`config.mk`:
```
export PLATFORM = sky130hd
export DESIGN_NAME = traffic_light_monitor_flat
export DESIGN_NICKNAME = d
export VERILOG_FILES = /design/src/rtl/traffic_light_monitor_pkg.sv /design/src/rtl/traffic_light_monitor_if.sv /design/src/rtl/traffic_light_monitor_lamp_decode.sv /design/src/rtl/traffic_light_monitor.sv /design/src/flat_wrapper.sv
export SDC_FILE = /design/constraint.sdc
export NUM_CORES = 1
export LEC_CHECK = 0
export BUFFER_PORTS_ARGS = -buffer_cell sky130_fd_sc_hd__buf_2
export CORE_ASPECT_RATIO = 0.7
export CORE_MARGIN = 4
export CORE_UTILIZATION = 54
export DETAILED_ROUTE_END_ITERATION = 6
export GPL_ROUTABILITY_DRIVEN = 0
export PLACE_DENSITY = 0.79
export SYNTH_ARGS = -nofsm -noshare
export SYNTH_HDL_FRONTEND = slang
export SYNTH_SLANG_ARGS = --single-unit
```
`constraint.sdc`:
```
create_clock -name clk -period 3.57 [get_ports clk]
set_clock_uncertainty 0.2 [all_clocks]
set_input_delay 0.714 -clock clk [delete_from_list [all_inputs] [get_ports clk]]
set_output_delay 0.714 -clock clk [all_outputs]
set_load 0.01 [all_outputs]
```
`src/rtl/traffic_light_monitor_pkg.sv`:
```
// Shared types, default phase durations and helper functions for the
// traffic light monitor.
package traffic_light_monitor_pkg;

  // Decoded controller phase, in legal sequence order
  typedef enum logic [1:0] {
    PH_NS_G = 2'b00,
    PH_NS_Y = 2'b01,
    PH_EW_G = 2'b10,
    PH_EW_Y = 2'b11
  } phase_e;

  // Tracker lock state
  typedef enum logic {
    ST_SYNC  = 1'b0,
    ST_TRACK = 1'b1
  } trk_state_e;

  localparam int unsigned DUR_NS_G_DEF = 5;
  localparam int unsigned DUR_NS_Y_DEF = 2;
  localparam int unsigned DUR_EW_G_DEF = 5;
  localparam int unsigned DUR_EW_Y_DEF = 2;

  localparam int unsigned TICK_W = 4;
  localparam int unsigned CYC_W  = 8;

  // Legal successor of a phase: NS_G -> NS_Y -> EW_G -> EW_Y -> NS_G
  function automatic phase_e next_phase(input phase_e p);
    phase_e n;
    case (p)
      PH_NS_G: n = PH_NS_Y;
      PH_NS_Y: n = PH_EW_G;
      PH_EW_G: n = PH_EW_Y;
      PH_EW_Y: n = PH_NS_G;
      default: n = PH_NS_G;
    endcase
    return n;
  endfunction

  // True when exactly one lamp of a {g,y,r} triple is lit
  function automatic logic is_onehot3(input logic [2:0] v);
    return (v == 3'b100) || (v == 3'b010) || (v == 3'b001);
  endfunction

endpackage

```
`src/rtl/traffic_light_monitor_if.sv`:
```
// Observed lamp bus of a two-way traffic light controller plus its
// phase-timing strobe.
interface traffic_light_monitor_if;
  logic ns_g;
  logic ns_y;
  logic ns_r;
  logic ew_g;
  logic ew_y;
  logic ew_r;
  logic tick;

  modport master (output ns_g, ns_y, ns_r, ew_g, ew_y, ew_r, tick);
  modport slave  (input  ns_g, ns_y, ns_r, ew_g, ew_y, ew_r, tick);
endinterface

```
`src/rtl/traffic_light_monitor_lamp_decode.sv`:
```
// Combinational decode of the six lamps into a phase code and a
// legal / conflict / encoding-error classification.
module tl_lamp_decode
  import traffic_light_monitor_pkg::*;
(
  input  logic   ns_g,
  input  logic   ns_y,
  input  logic   ns_r,
  input  logic   ew_g,
  input  logic   ew_y,
  input  logic   ew_r,
  output phase_e phase,
  output logic   legal,
  output logic   conflict,
  output logic   encoding_err
);

  logic [2:0] ns_v_s;
  logic [2:0] ew_v_s;
  logic       ns_oh_s;
  logic       ew_oh_s;

  assign ns_v_s  = {ns_g, ns_y, ns_r};
  assign ew_v_s  = {ew_g, ew_y, ew_r};
  assign ns_oh_s = is_onehot3(ns_v_s);
  assign ew_oh_s = is_onehot3(ew_v_s);

  // Classify the pattern; exactly one direction non-red is legal
  always_comb begin
    phase        = PH_NS_G;
    legal        = 1'b0;
    conflict     = 1'b0;
    encoding_err = 1'b0;
    if (!ns_oh_s || !ew_oh_s) begin
      encoding_err = 1'b1;
    end else if (ns_r && ew_r) begin
      encoding_err = 1'b1;
    end else if (!ns_r && !ew_r) begin
      conflict = 1'b1;
    end else begin
      legal = 1'b1;
      if (!ns_r) begin
        phase = ns_g ? PH_NS_G : PH_NS_Y;
      end else begin
        phase = ew_g ? PH_EW_G : PH_EW_Y;
      end
    end
  end

endmodule

```
`src/rtl/traffic_light_monitor.sv`:
```
// Traffic light monitor: decodes observed lamps, tracks the phase
// sequence and per-phase tick durations, and raises sticky error flags.
module traffic_light_monitor
  import traffic_light_monitor_pkg::*;
#(
  parameter int unsigned DUR_NS_G = DUR_NS_G_DEF,
  parameter int unsigned DUR_NS_Y = DUR_NS_Y_DEF,
  parameter int unsigned DUR_EW_G = DUR_EW_G_DEF,
  parameter int unsigned DUR_EW_Y = DUR_EW_Y_DEF
) (
  input  logic                           clk,
  input  logic                           rst_n,
  traffic_light_monitor_if.slave         lamp_bus,
  input  logic                           clear_err,
  output logic [1:0]                     phase,
  output logic                           phase_valid,
  output logic                           locked,
  output logic                           err_conflict,
  output logic                           err_encoding,
  output logic                           err_sequence,
  output logic                           err_duration,
  output logic                           err_any,
  output logic [CYC_W-1:0]               cycle_count
);

  // Expected tick count of a phase
  function automatic logic [TICK_W-1:0] dur_of(input phase_e p);
    logic [TICK_W-1:0] d;
    case (p)
      PH_NS_G: d = TICK_W'(DUR_NS_G);
      PH_NS_Y: d = TICK_W'(DUR_NS_Y);
      PH_EW_G: d = TICK_W'(DUR_EW_G);
      PH_EW_Y: d = TICK_W'(DUR_EW_Y);
      default: d = TICK_W'(DUR_NS_G);
    endcase
    return d;
  endfunction

  phase_e            dec_phase_s;
  logic              dec_legal_s;
  logic              dec_conflict_s;
  logic              dec_enc_s;

  trk_state_e        state_r;
  trk_state_e        state_nxt_s;
  phase_e            phase_r;
  phase_e            phase_nxt_s;
  logic              phase_valid_r;
  logic              locked_r;
  logic [TICK_W-1:0] tick_cnt_r;
  logic [TICK_W-1:0] tick_cnt_nxt_s;
  logic              full_phase_r;
  logic              full_phase_nxt_s;
  logic [CYC_W-1:0]  cycle_cnt_r;
  logic [CYC_W-1:0]  cycle_cnt_nxt_s;
  logic              set_seq_s;
  logic              set_dur_s;
  logic              err_conflict_r;
  logic              err_encoding_r;
  logic              err_sequence_r;
  logic              err_duration_r;
  logic              err_any_r;
  logic              err_conflict_nxt_s;
  logic              err_encoding_nxt_s;
  logic              err_sequence_nxt_s;
  logic              err_duration_nxt_s;

  tl_lamp_decode u_decode (
    .ns_g         (lamp_bus.ns_g),
    .ns_y         (lamp_bus.ns_y),
    .ns_r         (lamp_bus.ns_r),
    .ew_g         (lamp_bus.ew_g),
    .ew_y         (lamp_bus.ew_y),
    .ew_r         (lamp_bus.ew_r),
    .phase        (dec_phase_s),
    .legal        (dec_legal_s),
    .conflict     (dec_conflict_s),
    .encoding_err (dec_enc_s)
  );

  // Tracker state register
  always_ff @(posedge clk or negedge rst_n) begin
    if (!rst_n) begin
      state_r <= ST_SYNC;
    end else begin
      state_r <= state_nxt_s;
    end
  end

  // Next tracker state: any legal pattern locks, any illegal one drops lock
  always_comb begin
    state_nxt_s = state_r;
    case (state_r)
      ST_SYNC:  state_nxt_s = dec_legal_s ? ST_TRACK : ST_SYNC;
      ST_TRACK: state_nxt_s = dec_legal_s ? ST_TRACK : ST_SYNC;
      default:  state_nxt_s = ST_SYNC;
    endcase
  end

  // Tracker datapath: tick counting, duration/sequence checks, cycle count
  always_comb begin
    phase_nxt_s      = phase_r;
    tick_cnt_nxt_s   = tick_cnt_r;
    full_phase_nxt_s = full_phase_r;
    cycle_cnt_nxt_s  = cycle_cnt_r;
    set_seq_s        = 1'b0;
    set_dur_s        = 1'b0;
    case (state_r)
      ST_SYNC: begin
        tick_cnt_nxt_s = {TICK_W{1'b0}};
        if (dec_legal_s) begin
          phase_nxt_s      = dec_phase_s;
          full_phase_nxt_s = 1'b0;
        end else begin
          phase_nxt_s = phase_r;
        end
      end
      ST_TRACK: begin
        if (!dec_legal_s) begin
          tick_cnt_nxt_s = {TICK_W{1'b0}};
        end else if (dec_phase_s == phase_r) begin
          if (lamp_bus.tick) begin
            if (tick_cnt_r != {TICK_W{1'b1}}) begin
              tick_cnt_nxt_s = tick_cnt_r + {{(TICK_W-1){1'b0}}, 1'b1};
            end else begin
              tick_cnt_nxt_s = tick_cnt_r;
            end
            // This tick takes the count to DUR+1: flag the overrun now
            if (full_phase_r && (tick_cnt_r == dur_of(phase_r))) begin
              set_dur_s = 1'b1;
            end else begin
              set_dur_s = 1'b0;
            end
          end else begin
            tick_cnt_nxt_s = tick_cnt_r;
          end
        end else if (dec_phase_s == next_phase(phase_r)) begin
          // Final count of the old phase already includes its last tick
          if (full_phase_r && (tick_cnt_r != dur_of(phase_r))) begin
            set_dur_s = 1'b1;
          end else begin
            set_dur_s = 1'b0;
          end
          phase_nxt_s      = dec_phase_s;
          tick_cnt_nxt_s   = {TICK_W{1'b0}};
          full_phase_nxt_s = 1'b1;
          if (phase_r == PH_EW_Y) begin
            cycle_cnt_nxt_s = cycle_cnt_r + 8'd1;
          end else begin
            cycle_cnt_nxt_s = cycle_cnt_r;
          end
        end else begin
          set_seq_s        = 1'b1;
          phase_nxt_s      = dec_phase_s;
          tick_cnt_nxt_s   = {TICK_W{1'b0}};
          full_phase_nxt_s = 1'b0;
        end
      end
      default: begin
        tick_cnt_nxt_s = {TICK_W{1'b0}};
      end
    endcase
  end

  // Sticky flags: a new error wins over clear_err in the same cycle
  always_comb begin
    err_conflict_nxt_s = (err_conflict_r & ~clear_err) | dec_conflict_s;
    err_encoding_nxt_s = (err_encoding_r & ~clear_err) | dec_enc_s;
    err_sequence_nxt_s = (err_sequence_r & ~clear_err) | set_seq_s;
    err_duration_nxt_s = (err_duration_r & ~clear_err) | set_dur_s;
  end

  // Registered tracker datapath and outputs
  always_ff @(posedge clk or negedge rst_n) begin
    if (!rst_n) begin
      phase_r        <= PH_NS_G;
      phase_valid_r  <= 1'b0;
      locked_r       <= 1'b0;
      tick_cnt_r     <= {TICK_W{1'b0}};
      full_phase_r   <= 1'b0;
      cycle_cnt_r    <= {CYC_W{1'b0}};
      err_conflict_r <= 1'b0;
      err_encoding_r <= 1'b0;
      err_sequence_r <= 1'b0;
      err_duration_r <= 1'b0;
      err_any_r      <= 1'b0;
    end else begin
      phase_r        <= phase_nxt_s;
      phase_valid_r  <= dec_legal_s;
      locked_r       <= (state_nxt_s == ST_TRACK);
      tick_cnt_r     <= tick_cnt_nxt_s;
      full_phase_r   <= full_phase_nxt_s;
      cycle_cnt_r    <= cycle_cnt_nxt_s;
      err_conflict_r <= err_conflict_nxt_s;
      err_encoding_r <= err_encoding_nxt_s;
      err_sequence_r <= err_sequence_nxt_s;
      err_duration_r <= err_duration_nxt_s;
      err_any_r      <= err_conflict_nxt_s | err_encoding_nxt_s |
                        err_sequence_nxt_s | err_duration_nxt_s;
    end
  end

  assign phase        = phase_r;
  assign phase_valid  = phase_valid_r;
  assign locked       = locked_r;
  assign err_conflict = err_conflict_r;
  assign err_encoding = err_encoding_r;
  assign err_sequence = err_sequence_r;
  assign err_duration = err_duration_r;
  assign err_any      = err_any_r;
  assign cycle_count  = cycle_cnt_r;

endmodule

```
`src/flat_wrapper.sv`:
```
// flat-port wrapper written by rule: the top's interface ports become plain ports
module traffic_light_monitor_flat import traffic_light_monitor_pkg::*;
#(
  parameter int unsigned DUR_NS_G = DUR_NS_G_DEF,
  parameter int unsigned DUR_NS_Y = DUR_NS_Y_DEF,
  parameter int unsigned DUR_EW_G = DUR_EW_G_DEF,
  parameter int unsigned DUR_EW_Y = DUR_EW_Y_DEF
)
  (clk, rst_n, clear_err, phase, phase_valid, locked, err_conflict, err_encoding, err_sequence, err_duration, err_any, cycle_count, lamp_bus_ns_g, lamp_bus_ns_y, lamp_bus_ns_r, lamp_bus_ew_g, lamp_bus_ew_y, lamp_bus_ew_r, lamp_bus_tick);
  traffic_light_monitor_if lamp_bus_i ();
  input  logic clk;
  input  logic rst_n;
  input  logic clear_err;
  output logic [1:0] phase;
  output logic phase_valid;
  output logic locked;
  output logic err_conflict;
  output logic err_encoding;
  output logic err_sequence;
  output logic err_duration;
  output logic err_any;
  output logic [CYC_W-1:0] cycle_count;
  input wire logic [$bits(lamp_bus_i.ns_g)-1:0] lamp_bus_ns_g;
  input wire logic [$bits(lamp_bus_i.ns_y)-1:0] lamp_bus_ns_y;
  input wire logic [$bits(lamp_bus_i.ns_r)-1:0] lamp_bus_ns_r;
  input wire logic [$bits(lamp_bus_i.ew_g)-1:0] lamp_bus_ew_g;
  input wire logic [$bits(lamp_bus_i.ew_y)-1:0] lamp_bus_ew_y;
  input wire logic [$bits(lamp_bus_i.ew_r)-1:0] lamp_bus_ew_r;
  input wire logic [$bits(lamp_bus_i.tick)-1:0] lamp_bus_tick;
  assign lamp_bus_i.ns_g = lamp_bus_ns_g;
  assign lamp_bus_i.ns_y = lamp_bus_ns_y;
  assign lamp_bus_i.ns_r = lamp_bus_ns_r;
  assign lamp_bus_i.ew_g = lamp_bus_ew_g;
  assign lamp_bus_i.ew_y = lamp_bus_ew_y;
  assign lamp_bus_i.ew_r = lamp_bus_ew_r;
  assign lamp_bus_i.tick = lamp_bus_tick;
  traffic_light_monitor #(.DUR_NS_G(DUR_NS_G), .DUR_NS_Y(DUR_NS_Y), .DUR_EW_G(DUR_EW_G), .DUR_EW_Y(DUR_EW_Y)) u_core (.clk(clk), .rst_n(rst_n), .lamp_bus(lamp_bus_i), .clear_err(clear_err), .phase(phase), .phase_valid(phase_valid), .locked(locked), .err_conflict(err_conflict), .err_encoding(err_encoding), .err_sequence(err_sequence), .err_duration(err_duration), .err_any(err_any), .cycle_count(cycle_count));
endmodule
```
==> flow_metrics.env <==
export IMPL_comb_power_share_pct=21.2
export IMPL_synth_compound_area_share_pct=16.5
export IMPL_p_seq_share_pct=54.6
export IMPL_required_ns=3.56
export IMPL_yosysSeqAreaShare_pct=40.1
export IMPL_fillers=205
export IMPL_overflow=0
export IMPL_wl_microns=2670
export IMPL_worst_slack_ns=0.710
export IMPL_netlist_area_leader_share_pct=40.1
export IMPL_power_mw=0.453
export IMPL_grt_setup_unrepaired="false"
export IMPL_seqCellArea_sq_um=526
export IMPL_holdBufCountCts=0
export IMPL_synth_fa_ha_area_share_pct=9.55
export IMPL_syn_num_nets=150
export IMPL_synth_common_cells="dfrtp_1 (21), nand2_1 (12), xnor2_1 (11)"
export IMPL_numCtsBuffers=3
export IMPL_synth_area_leaders="dfrtp_1 (40%), ha_1 (9.6%), xnor2_1 (7.4%)"
export IMPL_cts_root_buffer="clkbuf_4"
export IMPL_postRouteAntennaNets=0
export IMPL_dp_final_hpwl_microns=2160
export IMPL_yosysMostFrequentCell="dfrtp_1"
export IMPL_p_per_area_mw_per_mm2=303
export IMPL_p_clk_share_pct=24.2
export IMPL_cap_violations=0
export IMPL_areaGrowthSynthToFinish_pct=14.2
export IMPL_dp_slack_ns=0.425
export IMPL_track_usage_pct=17.9
export IMPL_wire_per_inst_microns=14.1
export IMPL_cts_buffer_depth=2
export IMPL_fmax_ghz=0.350
export IMPL_dp_cells=186
export IMPL_gr_usage_met3_pct=5.30
export IMPL_dieWidth_microns=66.9
export IMPL_drc=0
export IMPL_grt_pass1_vias=1039
export IMPL_cts_resized_gates=0
export IMPL_async_reset_ff_share_pct=100
export IMPL_multi_input_area_sq_um=743
export IMPL_insertion_delay_ns=0.29
export IMPL_met2_usage_pct=27.8
export IMPL_io_pins=27
export IMPL_die_h_microns=49.2
export IMPL_cts_setup_buffers=0
export IMPL_fin_cells=190
export IMPL_final_period_utilization_pct=80.1
export IMPL_vias_per_cell=5.60
export IMPL_synth_simple_area_share_pct=17.6
export IMPL_cts_max_level=1
export IMPL_vdd_drop_max_mv=0.167
export IMPL_dieArea_sq_mm=0.00329
export IMPL_start_util_pct=58.9
export IMPL_slew_viol_final=0
export IMPL_power_leakage_nw=0.742
export IMPL_synthFlopType="dfrtp_1"
export IMPL_grt_max_degree=22
export IMPL_busiest_layer="met2"
export IMPL_p_int_mw=0.324
export IMPL_num_vias=1064
export IMPL_relSlewSlack_pct=62.7
export IMPL_antenna_found_initial=0
export IMPL_syn_avg_cell_area_sq_um=10.1
export IMPL_antenna_cells=0
export IMPL_synth_xor_area_share_pct=8.02
export IMPL_synth_top_family_by_area="simple AND/OR/NAND/NOR gates"
export IMPL_nNetsFinal=179
export IMPL_syn_inst=130
export IMPL_firstDrtPassIters=4
export IMPL_clkTransAtPathRegs_ns=0.11
export IMPL_yosysWarnings=0
export IMPL_fin_tns_setup_ns=0
export IMPL_core_area_sq_mm=0.00222
export IMPL_cp_max_fo=8
export IMPL_hp_class="input port to asynchronous set/reset pin"
export IMPL_netlist_top_cell_by_area="dfrtp_1"
export IMPL_grt_pass1_wl_microns=4560
export IMPL_hold_viol_final=0
export IMPL_p_sw_mw=0.129
export IMPL_clock_sinks=21
export IMPL_finalCriticalPeriod_ns=2.86
export IMPL_drtIter0Drc=28
export IMPL_synth_edf_count=0
export IMPL_port_buffers=26
export IMPL_row_count=14
export IMPL_switching_share_pct=28.4
export IMPL_setup_worst_path_class="input port to register"
export IMPL_ys_ff_latch=21
export IMPL_setup_viol_count_final=0
export IMPL_ys_types=38
export IMPL_tightest_slew_ns=0.560
export IMPL_worst_setup_path_start_kind="input port"
export IMPL_cp_arrival_ns=2.85
export IMPL_netlist_area_sq_mm=0.00131
export IMPL_drive_gt1_share_pct=22.2
export IMPL_grt_util_met1_pct=24.0
export IMPL_r2r_cells=8
export IMPL_end_kind="register"
export IMPL_status="complete, no violations"
export IMPL_synth_mux_area_share_pct=5.06
export IMPL_cts_tree="done"
[per-stage QoR]
step	util [%]	cell area (sq um)	hold WS (ns)
2_1_floorplan	-	1310	0.218
3_3_place_gp	66.0	1470	0.257
3_5_place_dp	66.0	1470	0.270
4_1_cts	67.3	1500	0.154
5_1_grt	67.3	1500	0.163
6_report	67.3	1500	0.150
[layout by cell type (no fill, tap or decap), types with 2 or more instances in the layout]
cell type,n
buf_2,26
dfrtp_1,21
nand2_1,12
xnor2_1,11
nor2_1,10
ha_1,10
inv_1,8
nand3_1,7
nor3_1,4
and3_1,4
mux2i_1,4
o21ai_0,3
o211ai_1,3
a21o_1,3
nand4_1,3
clkbuf_4,3
a22o_1,2
a21oi_1,2
and2_1,2
[sequential cells by signal, indices dropped and copies added (netlist names)]
| register | flops |
|---|---|
| u_core.cycle_count | 8 |
| u_core.err_any | 1 |
| u_core.err_conflict | 1 |
| u_core.err_duration | 1 |
| u_core.err_encoding | 1 |
| u_core.err_sequence | 1 |
| u_core.full_phase_r | 1 |
| u_core.phase | 2 |
| u_core.phase_valid | 1 |
| u_core.tick_cnt_r | 4 |
[worst paths after layout]
path / from / slack, ns / end
setup / recovery: lamp_bus_ew_r / 0.71 / u_core.cycle_count[1]
hold / removal: rst_n / 0.15 / u_core.err_conflict
setup reg to reg: u_core.phase[1] / 0.72 / u_core.cycle_count[1]
hold reg to reg: u_core.cycle_count[7] / 0.29 / u_core.cycle_count[7]
max in group asynchronous: rst_n / 2.69 / u_core.cycle_count[1]
min in group clk: u_core.cycle_count[7] / 0.29 / u_core.cycle_count[7]
[critical path: stages]
cell and delay, ns:
buf_2 0.12, inv_1 0.10, ha_1 0.30, nand2_1 0.08, a2111oi_1 0.31, o211ai_1 0.19
a2111oi_4 0.57, nand2_2 0.14, mux2_4 0.31
[power groups by stage]
stage / combinational [mW] / clock [mW] / sequential, mW
floorplan: 0.0652 / 0 / 0.254
global placement: 0.0934 / 0 / 0.252
detailed placement: 0.0952 / 0 / 0.252
CTS: 0.0958 / 0.116 / 0.247
global route: 0.107 / 0.130 / 0.248
finish: 0.0961 / 0.110 / 0.247
[cell families after synthesis]
group / Yosys count
AO/OA/AOI/OAI: 24
XOR/XNOR: 12
adder cells (fa/ha/maj): 10
buffers and inverters: 10
flip-flops: 21
multiplexers: 6
AND/OR/NAND/NOR: 47
[per-layer routing]
metal,up-vias,part of all wire (%)
li1,526,-
met3,6,5.3
met5,-,0
met4,0,1.8
met2,27,44
met1,505,48
[area by class of cell]
| type | count | share of cell area, % |
|---|---|---|
| Inverter | 8 | 2.01 |
| Timing Repair Buffer | 26 | 8.70 |
| Sequential cell | 21 | 35.1 |
| Multi-Input combinational cell | 99 | 49.7 |
| Clock buffer | 3 | 1.51 |
| Clock inverter | 1 | 0.334 |
| Tap cell | 32 | 2.68 |
(Power assumes the default switching activity.)
